<file path="config.mk">
export PLATFORM = sky130hd
export DESIGN_NAME = fetch_queue
export DESIGN_NICKNAME = d
export VERILOG_FILES = /design/src/rtl/fetch_queue.sv
export SDC_FILE = /design/constraint.sdc
export NUM_CORES = 1
export LEC_CHECK = 0
export CAP_MARGIN = 20
export CORE_MARGIN = 4
export CORE_UTILIZATION = 42
export CTS_BUF_LIST = sky130_fd_sc_hd__clkbuf_4 sky130_fd_sc_hd__clkbuf_8
export CTS_CLUSTER_SIZE = 10
export DETAILED_ROUTE_END_ITERATION = 16
export HOLD_SLACK_MARGIN = 0.08
export PLACE_DENSITY_LB_ADDON = 0.3
export SKIP_CTS_REPAIR_TIMING = 1
export SLEW_MARGIN = 0
export SYNTH_ARGS = -nofsm -noshare
export SYNTH_HDL_FRONTEND = slang
export SYNTH_SLANG_ARGS = --single-unit
</file>
<file path="constraint.sdc">
create_clock -name clk -period 3.1 [get_ports clk]
set_input_delay 0.465 -clock clk [delete_from_list [all_inputs] [get_ports clk]]
set_output_delay 0.465 -clock clk [all_outputs]
set_load 0.01 [all_outputs]
</file>
<file path="src/rtl/fetch_queue.sv">
// fetch_queue: in-order instruction fetch with a PC-tagged queue between
// the PC counter / instruction memory and decode; redirects drop in-flight work.
module fetch_queue #(
    parameter int DEPTH = 4
) (
    input  logic        clk,
    input  logic        rst,
    input  logic [31:0] pc_in,
    output logic        pc_en,
    input  logic        flush,
    output logic        imem_req_valid,
    output logic [31:0] imem_req_addr,
    input  logic        imem_req_ready,
    input  logic        imem_rsp_valid,
    input  logic [31:0] imem_rsp_data,
    output logic        id_valid,
    output logic [31:0] id_instr,
    output logic [31:0] id_pc,
    input  logic        id_ready
);
    localparam int AW = $clog2(DEPTH);
    localparam int CW = AW + 1;
    localparam logic [1:0] S_EMPTY = 2'd0;
    localparam logic [1:0] S_PEND  = 2'd1;
    localparam logic [1:0] S_READY = 2'd2;
    localparam logic [CW:0] L_DEPTH = (CW + 1)'(DEPTH);

    logic [1:0]    r_state [DEPTH];
    logic [31:0]   r_pc    [DEPTH];
    logic [31:0]   r_instr [DEPTH];
    logic [AW-1:0] r_wr;
    logic [AW-1:0] r_rd;
    logic [AW-1:0] r_fp;
    logic [CW-1:0] r_occ;
    logic [CW-1:0] r_drop;
    logic [CW-1:0] r_npend;

    logic [CW:0]   w_inflight;
    logic          w_req;
    logic          w_acc;
    logic          w_head_rdy;
    logic          w_pop;
    logic          w_fill;
    logic          w_rsp_drop;
    logic          w_rsp_live;
    logic [CW-1:0] w_flush_drop;

    // r_fp tracks the oldest PENDING entry; responses return in order so it advances like a pointer
    always_comb begin
        w_inflight   = {1'b0, r_occ} + {1'b0, r_drop};
        w_req        = !rst && !flush && (w_inflight < L_DEPTH);
        w_acc        = w_req && imem_req_ready;
        w_head_rdy   = r_state[r_rd] == S_READY;
        w_pop        = !rst && !flush && w_head_rdy && id_ready;
        w_rsp_drop   = imem_rsp_valid && !flush && (r_drop != '0);
        w_fill       = imem_rsp_valid && !flush && (r_drop == '0) && (r_npend != '0);
        w_rsp_live   = imem_rsp_valid && ((r_drop != '0) || (r_npend != '0));
        w_flush_drop = r_drop + r_npend - CW'(w_rsp_live);
    end

    always_comb begin
        imem_req_valid = w_req;
        imem_req_addr  = pc_in;
        pc_en          = !rst && (w_acc || flush);
        id_valid       = !rst && !flush && w_head_rdy;
        id_instr       = rst ? '0 : r_instr[r_rd];
        id_pc          = rst ? '0 : r_pc[r_rd];
    end

    always_ff @(posedge clk) begin
        if (rst) begin
            r_wr    <= '0;
            r_rd    <= '0;
            r_fp    <= '0;
            r_occ   <= '0;
            r_drop  <= '0;
            r_npend <= '0;
            for (int i = 0; i < DEPTH; i++) begin
                r_state[i] <= S_EMPTY;
                r_pc[i]    <= '0;
                r_instr[i] <= '0;
            end
        end else if (flush) begin
            r_wr    <= '0;
            r_rd    <= '0;
            r_fp    <= '0;
            r_occ   <= '0;
            r_npend <= '0;
            r_drop  <= w_flush_drop;
            for (int i = 0; i < DEPTH; i++)
                r_state[i] <= S_EMPTY;
        end else begin
            r_wr    <= r_wr + AW'(w_acc);
            r_rd    <= r_rd + AW'(w_pop);
            r_fp    <= r_fp + AW'(w_fill);
            r_occ   <= r_occ + CW'(w_acc) - CW'(w_pop);
            r_npend <= r_npend + CW'(w_acc) - CW'(w_fill);
            r_drop  <= r_drop - CW'(w_rsp_drop);
            if (w_acc) begin
                r_state[r_wr] <= S_PEND;
                r_pc[r_wr]    <= pc_in;
            end
            if (w_fill) begin
                r_state[r_fp] <= S_READY;
                r_instr[r_fp] <= imem_rsp_data;
            end
            if (w_pop)
                r_state[r_rd] <= S_EMPTY;
        end
    end
endmodule

</file>
### After elaboration in Yosys (flattened, before gate mapping)

Memory sizes are Yosys's and may differ from the RTL's. A register that Yosys moved wholly into a read port is not among the register bits.
Cells that the tools add are included.

* bits in registers: 15
* RAM bits: 264
* output and inout bits: 99
* memories kept: 3

* add/subtract/negate cells: 11
* order comparisons: 1
* equal/unequal tests: 1
* mux-type cells: 42
* bitwise logic cells: 4
* reductions and logical operators: 24

Memories
* r_instr: words 4, width 32, read ports 1, clocked after Yosys merged registers in 1, write ports 4, RTL line 30 `logic [31:0] r_instr [DEPTH];`
* r_pc: words 4, width 32, read ports 1, clocked after Yosys merged registers in 1, write ports 4, RTL line 29 `logic [31:0] r_pc [DEPTH];`
* r_state: words 4, width 2, read ports 1, clocked after Yosys merged registers in 1, write ports 4, RTL line 28 `logic [1:0] r_state [DEPTH];`

Operators with widths (count)
* $mux 32: 4
* $reduce_or 32->1: 2
* $mux 2: 15
* $mux 1: 22
* $sub 3x1->3: 4
* $logic_and 1x1->1: 11
* $reduce_or 2->1: 4
* $add 2x1->2: 3
* $add 3x1->3: 2
* $reduce_bool 3->1: 2
* $add 3x3->4: 1
* $lt 4x3->1 const B: 1
* $or 1x1->1: 4
* $add 3x3->3: 1
* $logic_not 3->1: 1
* $mux 3: 1
* $eq 2x2->1 const B: 1
* $logic_not 1->1: 2
* $logic_or 1x1->1: 2

### Longest topological paths before layout

* depth after elaboration: 10
* gate-level depth with buffers: 12
* mapped depth without buffers: 11

### Worst setup path before layout

No wires, ideal clock.

* path type: input port to flip-flop
* from: input flush
* to: memory r_instr[1][0] (enable)
* setup time: 0.394 ns
* data arrival time: 2.421 ns
* data required time: 2.706 ns
* setup slack: 0.285 ns
* cell stages on the path: 5
* cell sequence: buf_6 > nand2b_4 > or3b_4 > or4b_1 > nand2b_1

RTL lines
* start, declared: RTL line 10 `input logic flush,`
* end, declared: RTL line 30

==> summary.md <==
| Metric | Value |
|---|---|
| Outcome | complete, no violations |
| Placement Cell Area | 15200 µm² |
| H-tree levels | 2 |
| R2r worst-path depth | 12 |
| CTS max path bufs | 3 |
| Clock slew at reported path FFs | 0.06 ns |
| Die Height | 185 µm |
| CTS root buf | clkbuf_8 |
| HP Class | input port to register |
| Initial antenna violation count | 1 |
| Most common cell after layout, fill and taps aside | and2_1 |
| Post-layout min period | 2.94 ns |
| I/O Buffers | 168 |
| Net Sw Power | 1860 µW |
| Hold Crit Start | rst |
| Setup TNS | 0 ns |
| Die X | 185 µm |
| Dpl ws | 0.160 ns |
| Most frequent cells in the layout | and2_1, edfxtp_1, clkdlybuf4s50_1 |
| RSZ-0062 raised after global routing | false |
| Num CTS Buffers | 46 |
| Clock skew | 0.0218 ns |
| Leakage power | 0.00586 µW |
| Final setup fails | 0 |
| Layout area overhead | 23.5% |
| CP endpoint kind | primary output |
| Mapped Cells | 882 |
| Slew margin rel. | 0.688 |
| Drt pass-1 iters | 4 |
| Reg-to-Reg End | r_occ[2] |
| Vias | 7460 |
| Initial core utilization | 0.427 |
| HPWL after DPL | 17.5 mm |
| Kind of critical path | register to primary output |
| Largest net degree at the start of global routing | 35 |
| Share of post-route cells with drive strength above 1 | 0.180 |
| Fill cells | 2574 |
| Worst-path cell chain | buf_4, mux4_2, nor2b_1, clkdlybuf4s50_1 |
| Clk sink count | 279 |
| Fin cells | 1477 |
| GR Overflow Total | 0 |
| CTS tree | built |
| Final Cycle Share | 0.950 |
| Design Area, Final | 16200 µm² |
| Wire length per cell | 19.5 µm |
| Proportion of power drawn by combinational gates | 0.098 |
| Achievable Freq | 0.340 GHz |
| Worst Hold Depth | 2 |
| Maxcap violations | 0 |
| Peak supply drop | 0.000248 V |
| Register bit total from synthesis | 279 |
| Sequential share of the synthesized area | 0.622 |
| Hold EP | r_drop[2] |
| Remaining antenna violation count after routing | 0 |
| Mapped Nets | 969 |
| Number of buffers and inverters on the critical path | 2 |
| Remaining DRCs | 0 |
| Global-route wire length before repair | 44.2 mm |
| Startpoint Class | register |
| Avg Inst Size Synth | 14.8 µm² |
| Utilization after layout | 0.528 |
| Placer Congestion | 0.789 |
| Max FO, Critical Path | 10 |
| Slowest stage delay, CP | 0.53 ns |
| Vias in the first global route | 8005 |
| 1st-iter DRT viols | 411 |
| Worst-Margin Slew | 0.468 ns |
| Int Pwr | 6440 µW |
| Unique cell type count in the Yosys netlist | 47 |
| Mapped Area | 13100 µm² |
| YS warnings | 0 |
| Arrival @ worst endpoint | 2.48 ns |
| Die area | 34100 µm² |
| Worst Path Required | 2.63 ns |
| Vias per cell | 5.05 |
| Layout Nets | 1136 |
| R2R Setup Slk | 0.49 ns |
| Max-slew violation count | 0 |
| Core Box Area | 30700 µm² |
| Placed Cells incl. Taps | 1391 |
| Top delay family on crit path | buffers and inverters |
| Pwr dens | 513 nW/µm² |
| Net Sw Frac | 0.224 |
| Clock share of power | 0.379 |
| Setup ws final | 0.155 ns |
| CP max stage cell | mux4_2 |
| Seq pwr share | 0.523 |
| Final hold violation count | 0 |
| Clk Latency, worst-skew pair | 0.55 ns |
| Rows | 64 |
| # IOs | 169 |
| GRT Util Overall | 0.168 |
| DRT Wirelength | 28.9 mm |
| Reg-to-reg startpoint | r_rd[0] |
==> metal layers <==
layer | part of all wire | global-route usage | wire [µm] | vias up
li1 | - | - | - | 3474
met1 | 0.42 | 0.210 | 12000 | 3757
met2 | 0.51 | 0.299 | 14900 | 189
met3 | 0.049 | 0.0328 | 1420 | 40
met4 | 0.020 | 0.0444 | 589 | 0
met5 | 0 | 0 | 0 | -
==> kinds of logic (layout without fill, tap and decap cells) <==
logic type	after synthesis	count (layout)	share of synthesized area
buffers and inverters	107	305	0.0432
other	0	1	0
DFF	279	279	0.622
adders and majority gates	17	17	0.0180
xor gates and xnor gates	9	9	0.00716
and+or+nand+nor	384	384	0.187
AOI/OAI and AO/OA	21	21	0.0118
muxes	65	65	0.111
==> final cells by class <==
type | instances | area [µm²] | area share
clock buffer | 60 | 744 | 0.0460
tap | 396 | 495 | 0.0306
sequential | 279 | 8160 | 0.504
clock inverter | 19 | 156 | 0.00967
inverter | 19 | 71.3 | 0.00441
multi-input combinational | 496 | 4410 | 0.273
timing repair buffer | 207 | 2140 | 0.132
antenna | 1 | 2.50 | 0.000155
==> worst reg2reg max path, delay by kind of cell, from the launching register on <==
kind / cells / cell delay (ns)
adder cells (fa/ha/maj): 3 / 0.83
flip-flops: 1 / 0.46
AO/OA/AOI/OAI: 2 / 0.44
XOR/XNOR: 2 / 0.33
buffers and inverters: 2 / 0.24
AND/OR/NAND/NOR: 3 / 0.20
==> registers in the layout (all words and copies together) (netlist names) <==
name     cells
r_drop       3
r_fp         2
r_instr    128
r_npend      3
r_occ        3
r_pc       128
r_rd         2
r_state      8
r_wr         2
==> power by group through the flow <==
| stage | combinational, µW | sequential [µW] | clock (µW) |
|---|---|---|---|
| 6_report | 810 | 4340 | 3150 |
| 3_3_place_gp | 811 | 4410 | 0 |
| 2_1_floorplan | 436 | 4400 | 0 |
| 4_1_cts | 826 | 4340 | 3240 |
| 3_5_place_dp | 819 | 4420 | 0 |
| 5_1_grt | 882 | 4360 | 3410 |
==> Yosys cell counts (all sizes together) <==
| library cell | count | area share |
|---|---|---|
| or2 | 3 | 0.0014 |
| nor4 | 1 | 0.0016 |
| a21boi | 1 | 0.00057 |
| xnor2 | 6 | 0.0040 |
| xor3 | 1 | 0.0018 |
| nand3 | 4 | 0.0015 |
| a211oi | 2 | 0.0011 |
| buf | 49 | 0.027 |
| nand2b | 6 | 0.0034 |
| nand3b | 1 | 0.00057 |
| mux4 | 64 | 0.11 |
| or4b | 1 | 0.00076 |
| and3b | 1 | 0.00067 |
| dfxtp | 23 | 0.035 |
| ha | 14 | 0.013 |
| a32oi | 3 | 0.0020 |
| a31o | 2 | 0.0013 |
| nor3 | 11 | 0.0062 |
| or4 | 1 | 0.00057 |
| edfxtp | 256 | 0.59 |
| nor2 | 16 | 0.0052 |
| mux2i | 1 | 0.00076 |
| nor2b | 66 | 0.032 |
| a311oi | 1 | 0.00067 |
| nand2 | 4 | 0.0011 |
| and2 | 262 | 0.13 |
| inv | 19 | 0.0054 |
| nor3b | 1 | 0.00057 |
| xor2 | 2 | 0.0013 |
| clkbuf | 39 | 0.011 |
| o21ai | 1 | 0.00038 |
| nor4b | 3 | 0.0043 |
| o311ai | 4 | 0.0027 |
| and3 | 1 | 0.00048 |
| or3b | 1 | 0.00086 |
| nand4 | 1 | 0.00096 |
| a311o | 1 | 0.00076 |
| a21oi | 6 | 0.0023 |
| fa | 3 | 0.0046 |
==> through the flow <==
step	total power [µW]	hold slack (ns)
floorplan	4830	0.442
global placement	5220	0.467
detailed placement	5240	0.470
CTS	8410	0.248
global route	8650	0.288
finish	8300	0.291
==> worst max-delay path by stage <==
stage                              start            end  slack (ns)  cells past startpoint
after floorplan                    flush  r_instr[1][0]        0.28                      5
after global placement    imem_rsp_valid      r_drop[2]        0.23                     10
after detailed placement  imem_rsp_valid      r_drop[2]        0.16                     10
after CTS                        r_rd[0]   id_instr[28]       -0.13                      4
after global routing             r_rd[1]      id_pc[26]        0.02                      4
final                            r_rd[0]   id_instr[28]        0.16                      4
(Power assumes the default switching activity.)
